<file path="src/rtl/axil_pkg.sv">
// Shared AXI4-Lite definitions.
//   RESP_* : RRESP/BRESP encodings.
//   axil_rd_state_e : read-responder FSM states.
package axil_pkg;

  localparam logic [1:0] RESP_OKAY   = 2'b00;
  localparam logic [1:0] RESP_EXOKAY = 2'b01;
  localparam logic [1:0] RESP_SLVERR = 2'b10;
  localparam logic [1:0] RESP_DECERR = 2'b11;

  typedef enum logic [1:0] {
    IDLE,
    WAIT,
    RESP
  } axil_rd_state_e;

endpackage

</file>
<file path="src/rtl/axil_rd_responder.sv">
// AXI4-Lite read-channel responder (AR and R, slave side).
// Accepts one read address at a time, issues a single-cycle read strobe to a word-addressed
// register file with fixed latency RD_LAT, and returns the word on R. Word indices at or above
// NUM_REGS answer SLVERR with zero data and never touch the register file.
//
// Ports:
//   AXI_ACLK, AXI_ARESETN        clock, asynchronous active-low reset
//   AXI_ARADDR/ARPROT/ARVALID    read address channel in (ARPROT ignored)
//   AXI_ARREADY                  read address ready (registered)
//   AXI_RDATA/RRESP/RVALID       read data channel out (registered, stable while RVALID)
//   AXI_RREADY                   read data ready
//   reg_rd_en, reg_rd_addr       register-file read strobe and word index (registered)
//   reg_rd_data                  register-file data, valid RD_LAT cycles after reg_rd_en
module axil_rd_responder
  import axil_pkg::*;
#(
  parameter int unsigned DATA_W   = 32,
  parameter int unsigned ADDR_W   = 12,
  parameter int unsigned NUM_REGS = 16,
  parameter int unsigned RD_LAT   = 1
) (
  input  logic                        AXI_ACLK,
  input  logic                        AXI_ARESETN,
  input  logic [ADDR_W-1:0]           AXI_ARADDR,
  input  logic [2:0]                  AXI_ARPROT,
  input  logic                        AXI_ARVALID,
  output logic                        AXI_ARREADY,
  output logic [DATA_W-1:0]           AXI_RDATA,
  output logic [1:0]                  AXI_RRESP,
  output logic                        AXI_RVALID,
  input  logic                        AXI_RREADY,
  output logic                        reg_rd_en,
  output logic [$clog2(NUM_REGS)-1:0] reg_rd_addr,
  input  logic [DATA_W-1:0]           reg_rd_data
);

  localparam int unsigned OffW = $clog2(DATA_W / 8);
  localparam int unsigned IdxW = ADDR_W - OffW;
  localparam int unsigned RaW  = $clog2(NUM_REGS);
  localparam int unsigned CntW = $clog2(RD_LAT + 1);
  // One extra bit so NUM_REGS == 2**IdxW does not wrap to zero.
  localparam logic [IdxW:0] NumRegsW = (IdxW + 1)'(NUM_REGS);

  if (RD_LAT < 1) begin : gen_chk_lat
    $error("axil_rd_responder: RD_LAT must be >= 1");
  end
  if (!(DATA_W == 32 || DATA_W == 64)) begin : gen_chk_dw
    $error("axil_rd_responder: DATA_W must be 32 or 64");
  end
  if (NUM_REGS < 2 || NUM_REGS > 2 ** IdxW) begin : gen_chk_regs
    $error("axil_rd_responder: NUM_REGS must be in [2, 2**(ADDR_W-$clog2(DATA_W/8))]");
  end

  axil_rd_state_e    state_q;
  logic [CntW-1:0]   cnt_q;
  logic              init_q;
  logic              arready_q;
  logic              rvalid_q;
  logic [DATA_W-1:0] rdata_q;
  logic [1:0]        rresp_q;
  logic              rd_en_q;
  logic [RaW-1:0]    rd_addr_q;

  logic [IdxW-1:0] ar_idx;
  logic            ar_in_range;
  logic            unused_sig;

  assign ar_idx      = AXI_ARADDR[ADDR_W-1:OffW];
  assign ar_in_range = {1'b0, ar_idx} < NumRegsW;
  assign unused_sig  = ^{AXI_ARPROT, AXI_ARADDR[OffW-1:0]};

  always_ff @(posedge AXI_ACLK or negedge AXI_ARESETN) begin
    if (!AXI_ARESETN) begin
      state_q   <= IDLE;
      cnt_q     <= '0;
      init_q    <= 1'b0;
      arready_q <= 1'b0;
      rvalid_q  <= 1'b0;
      rdata_q   <= '0;
      rresp_q   <= RESP_OKAY;
      rd_en_q   <= 1'b0;
      rd_addr_q <= '0;
    end else begin
      // init_q holds ARREADY low for the first clock after reset release.
      init_q  <= 1'b1;
      rd_en_q <= 1'b0;
      case (state_q)
        IDLE: begin
          if (AXI_ARVALID && arready_q) begin
            arready_q <= 1'b0;
            if (ar_in_range) begin
              state_q   <= WAIT;
              rd_en_q   <= 1'b1;
              rd_addr_q <= RaW'(ar_idx);
              cnt_q     <= CntW'(RD_LAT);
            end else begin
              state_q  <= RESP;
              rvalid_q <= 1'b1;
              rresp_q  <= RESP_SLVERR;
              rdata_q  <= '0;
            end
          end else begin
            arready_q <= init_q;
          end
        end
        WAIT: begin
          // Counter reaches zero in the cycle reg_rd_data is valid.
          if (cnt_q == '0) begin
            state_q  <= RESP;
            rvalid_q <= 1'b1;
            rresp_q  <= RESP_OKAY;
            rdata_q  <= reg_rd_data;
          end else begin
            cnt_q <= cnt_q - CntW'(1);
          end
        end
        RESP: begin
          if (AXI_RREADY) begin
            state_q   <= IDLE;
            rvalid_q  <= 1'b0;
            arready_q <= 1'b1;
          end
        end
        default: begin
          state_q   <= IDLE;
          rvalid_q  <= 1'b0;
          arready_q <= 1'b0;
        end
      endcase
    end
  end

  assign AXI_ARREADY = arready_q;
  assign AXI_RVALID  = rvalid_q;
  assign AXI_RDATA   = rdata_q;
  assign AXI_RRESP   = rresp_q;
  assign reg_rd_en   = rd_en_q;
  assign reg_rd_addr = rd_addr_q;

endmodule

</file>
<file path="config.mk">
export PLATFORM = sky130hd
export DESIGN_NAME = axil_rd_responder
export DESIGN_NICKNAME = d
export VERILOG_FILES = /design/src/rtl/axil_pkg.sv /design/src/rtl/axil_rd_responder.sv
export SDC_FILE = /design/constraint.sdc
export NUM_CORES = 1
export LEC_CHECK = 0
export CAP_MARGIN = 5
export CORE_MARGIN = 8
export CORE_UTILIZATION = 43
export DETAILED_ROUTE_END_ITERATION = 12
export GPL_ROUTABILITY_DRIVEN = 0
export PLACE_DENSITY_LB_ADDON = 0.12
export SETUP_SLACK_MARGIN = 0.15
export SYNTH_ARGS = -nofsm -noshare
export SYNTH_HDL_FRONTEND = slang
export SYNTH_SLANG_ARGS = --single-unit
</file>
<file path="constraint.sdc">
create_clock -name AXI_ACLK -period 1.9 [get_ports AXI_ACLK]
set_input_delay 0.475 -clock AXI_ACLK [delete_from_list [all_inputs] [get_ports AXI_ACLK]]
set_output_delay 0.475 -clock AXI_ACLK [all_outputs]
set_load 0.005 [all_outputs]
</file>
==> results.md <==
- The number of buffers created by CTS is 5.
- After synthesis, the most frequently instantiated cells are 44 x sky130_fd_sc_hd__dfrtp_1, 35 x sky130_fd_sc_hd__inv_1, 35 x sky130_fd_sc_hd__nand2_1.
- The number of flip-flops and latches in the synthesized netlist is 44.
- The most common cell in the synthesized netlist is sky130_fd_sc_hd__dfrtp_1.
- The met1 global-route usage is 22.1%.
- CTS built an H-tree with a depth of 2.
- The initial antenna violation count is 0.
- The cell-internal power is 1730 uW.
- Setup repair after global routing could not meet its margin everywhere.
- The run finished with clean final reports.
- The final hold violation count came to 0.
- The largest single stage delay on the critical path is 620 ps.
- The slowest library cell on the worst path is sky130_fd_sc_hd__or4_4.
- The die span in y is 89.3 um.
- The number of buffers between clock root and the deepest sink is 2.
- The post-detailed-routing wire length is 6.81 mm.
- The share of total power dissipated in the clock network is 29.4%.
- The pre-antenna-repair detailed-routing pass consisted of 4 iterations.
- The area of the placeable core is 5140 sq um.
- The number of enable-type register cells in the synthesized netlist is 0.
- The count of standard-cell rows is 26.
- STA puts the critical path data required time at 2120 ps.
- Among cell families on the critical path, the largest total delay comes from simple AND/OR/NAND/NOR gates.
- The total overflow left after global routing is 0.
- The share of flip-flops with an asynchronous set or reset is 100%.
- The final antenna-violating net count is 0.
- After synthesis, the mean cell area works out to 9.97 sq um.
- For the worst setup path, the data arrival time is 1960 ps.
- The combined buffer and inverter count along the critical path is 1.
- In the routed layout, each cell is associated on average with a via count of 5.32.
- The layer flagged by global routing as most heavily used is met2.
- For the worst-skew pair, the clock arrives at the later sink with an insertion delay of 290 ps.
- Entering global routing, the biggest net connects 45 pins.
- Global routing consumed, on the met3 layer, 3.49% of the routing resources.
- Cells with a size suffix above 1 make up 19.4% of the layout.
- The via count of the first global-routing pass was 2187.
- The first-pass GRT wire length is 11.0 mm.
- After clock tree synthesis, the clock-pin slew on the worst setup and hold paths is 90 ps.
- The final core utilization is 67.9%.
- Across the routed clock network, the largest skew measured is 5.73 ps.
- The share of total power consumed by net switching is 28.2%.
- By area the synthesized netlist is led by sky130_fd_sc_hd__dfrtp_1 48%, sky130_fd_sc_hd__o211ai_2 15%, sky130_fd_sc_hd__or4_1 11%, sky130_fd_sc_hd__inv_1 5.7%, sky130_fd_sc_hd__nand2_1 5.7%.
- The initial utilization of the core area, before any placement, comes to 45.0%.
- The count of port buffers added during placement is 85.
- TritonCTS built the clock tree.
- The placed wire-length estimate after detailed placement is 4.45 mm.
- The post-synthesis cell area is 2310 sq um.
- Along the worst path, the maximum fanout reaches 7.
- The area enclosed by the die boundary is 7980 sq um.
- In the synthesized netlist, the number of instances is 232.
- For this run, global-route usage on met2 was measured as 30.8%.
- The number of pins with negative max-slew slack in the final report came to 0.
- The buffer cell driving the clock tree root is sky130_fd_sc_hd__clkbuf_8.
- The count of cell types in the netlist is 33.
- In the finished design, the share of the clock period the worst path needs comes to 91.2%.
- STA classifies the critical path endpoint as a flop.
- The final route contains 2101 vias.
- The number of design rule violations left after detail routing is 0.
- Summed over all instances, the cell type with the most area after synthesis is sky130_fd_sc_hd__dfrtp_1.
- The count of cells in the finished layout, fillers not included, comes to 395.
- The number of antenna diodes in the final layout is 0.
- In this run, the number of DRC markers left after iteration 0 of detailed routing was 136.
- In this run the static leakage power is 0.00147 uW.
- Measured along the x axis, the die boundary spans 89.3 um.
- The total setup violations reported at the end of the flow is 0.
- The path category of the worst min-delay check is in2async.
- The area share of the largest cell type after synthesis is 47.6%.
- The peak supply drop is 0.000502 V.
- Once placement completed, the tool counted placed cells totaling 381.
- The count of boundary I/O pins is 92.
- The area added between synthesis and finish is 51.0%.
- Of the total power, combinational logic draws 26.8%.
- The areal power density over the cells is 690 nW/um^2.
- Traced cell by cell, the critical path runs through dlygate4sd2_1, or4_4, or4_1, o211ai_2.
- The aggregate global-route resource usage is 17.9%.
- The startpoint kind of the worst setup timing path is an input pin.
- The maximum clock rate is 577 MHz.
- The dominant register cell in the synthesized netlist is sky130_fd_sc_hd__dfrtp_1.
- By startpoint and endpoint, the worst setup path is classified as in2reg.
- Sequential cells burn 43.9% of the power.
- Summing the sequential cell areas from Yosys gives 47.6% of the chip area.
- Max-cap violations in this run came to 0.
- The final critical delay including setup and external delays is 1730 ps.
- Yosys printed 0 warnings.
- In this run the power spent charging and discharging nets is 681 uW.
- Dividing the detail-routed wire length by the instance count gives 17.2 um.
- The count of clock tree sinks is 44.
- The post-synthesis net count is 283.
- The net count of the finished layout is 375.
[path summary, 6_finish.rpt]
path,start,to,slack (ps),cells past startpoint
setup / recovery,AXI_ARADDR[8],AXI_RDATA[24],170,4
hold / removal,AXI_ARESETN,reg_rd_addr[2],140,2
setup reg to reg,state_q[0],AXI_RDATA[16],370,5
hold reg to reg,reg_rd_addr[2],reg_rd_addr[2],490,1
max in group asynchronous,AXI_ARESETN,AXI_ARREADY,1530,2
min in group AXI_ACLK,reg_rd_addr[2],reg_rd_addr[2],490,1
[cell type report]
type                       count  area (sq um)
sequential                    44          1100
timing repair buffer         100          1000
inverter                      35           131
clock buffer                   6          72.6
clock inverter                 2          35.0
fill                         455          1650
tap                           70          87.6
multi-input combinational    138          1060
[routing by layer]
metal,vias up,share of wire (%)
met5,-,0
met4,0,1.1
met3,9,4.8
met2,54,50
met1,1026,44
li1,1012,-
[power groups by stage]
stage                     Sequential [uW]  Clock [uW]  Combinational [uW]
after global placement               1070           0                 627
final                                1060         708                 646
after CTS                            1060         724                 650
after global routing                 1070         757                 700
after floorplan                      1070           0                 251
after detailed placement             1070           0                 637
[placed cells by master (no fill, tap or decap), drive strengths merged]
cell | netlist | final
clkdlybuf4s50 | 0 | 80
dfrtp | 44 | 44
or4 | 33 | 38
inv | 35 | 35
nand2 | 35 | 35
o211ai | 32 | 32
buf | 8 | 16
clkbuf | 12 | 7
o21ai | 5 | 5
mux2 | 4 | 4
nor2 | 3 | 3
dlygate4sd2 | 0 | 3
conb | 2 | 2
a21oi | 2 | 2
nor4 | 1 | 1
and3b | 1 | 1
nand3 | 1 | 1
nand2b | 1 | 1
nand3b | 1 | 1
or2 | 1 | 1
nor3b | 1 | 1
a22oi | 1 | 1
o31ai | 1 | 1
and2 | 1 | 1
a21o | 1 | 1
nor3 | 1 | 1
a31oi | 1 | 1
nand4b | 1 | 1
o21bai | 1 | 1
a211oi | 1 | 1
a221oi | 1 | 1
clkinv | 0 | 1
bufinv | 0 | 1
[what timing repair did]
item / CTS / global route
endpoints found under the hold margin: 0 / 0
hold buffers: 0 / 0
endpoints found under the setup margin: 39 / 14
setup buffers: 1 / 0
pin swaps: 2 / 2
gates cloned: 4 / 1
gates resized for setup: 9 / 6
[cells by family after synthesis]
family | Yosys count | share of synthesized area, %
flip-flops | 44 | 47.6
AO/OA/AOI/OAI | 46 | 20.0
other | 2 | 0.325
AND/OR/NAND/NOR | 81 | 19.8
buffers and inverters | 55 | 10.3
multiplexers | 4 | 1.95
[state kept, by name (all words and copies together), names as in the netlist]
name         flops
AXI_RDATA       32
reg_rd_addr      4
state_q          2
AXI_ARREADY      1
AXI_RRESP        1
AXI_RVALID       1
cnt_q            1
init_q           1
reg_rd_en        1
[metrics by stage]
step                      setup TNS (ps)  setup WS (ps)  cell area [sq um]  hold slack (ps)  power [uW]
after CTS                              0            152               3480              152        2430
after global placement            -12340           -354               3310              476        1700
final                                  0            167               3490              144        2410
after floorplan                        0            101               2320              179        1320
after detailed placement          -13220           -393               3310              474        1710
after global routing                   0            120               3490              154        2530
Note: power is estimated with default switching activity, not from simulation.
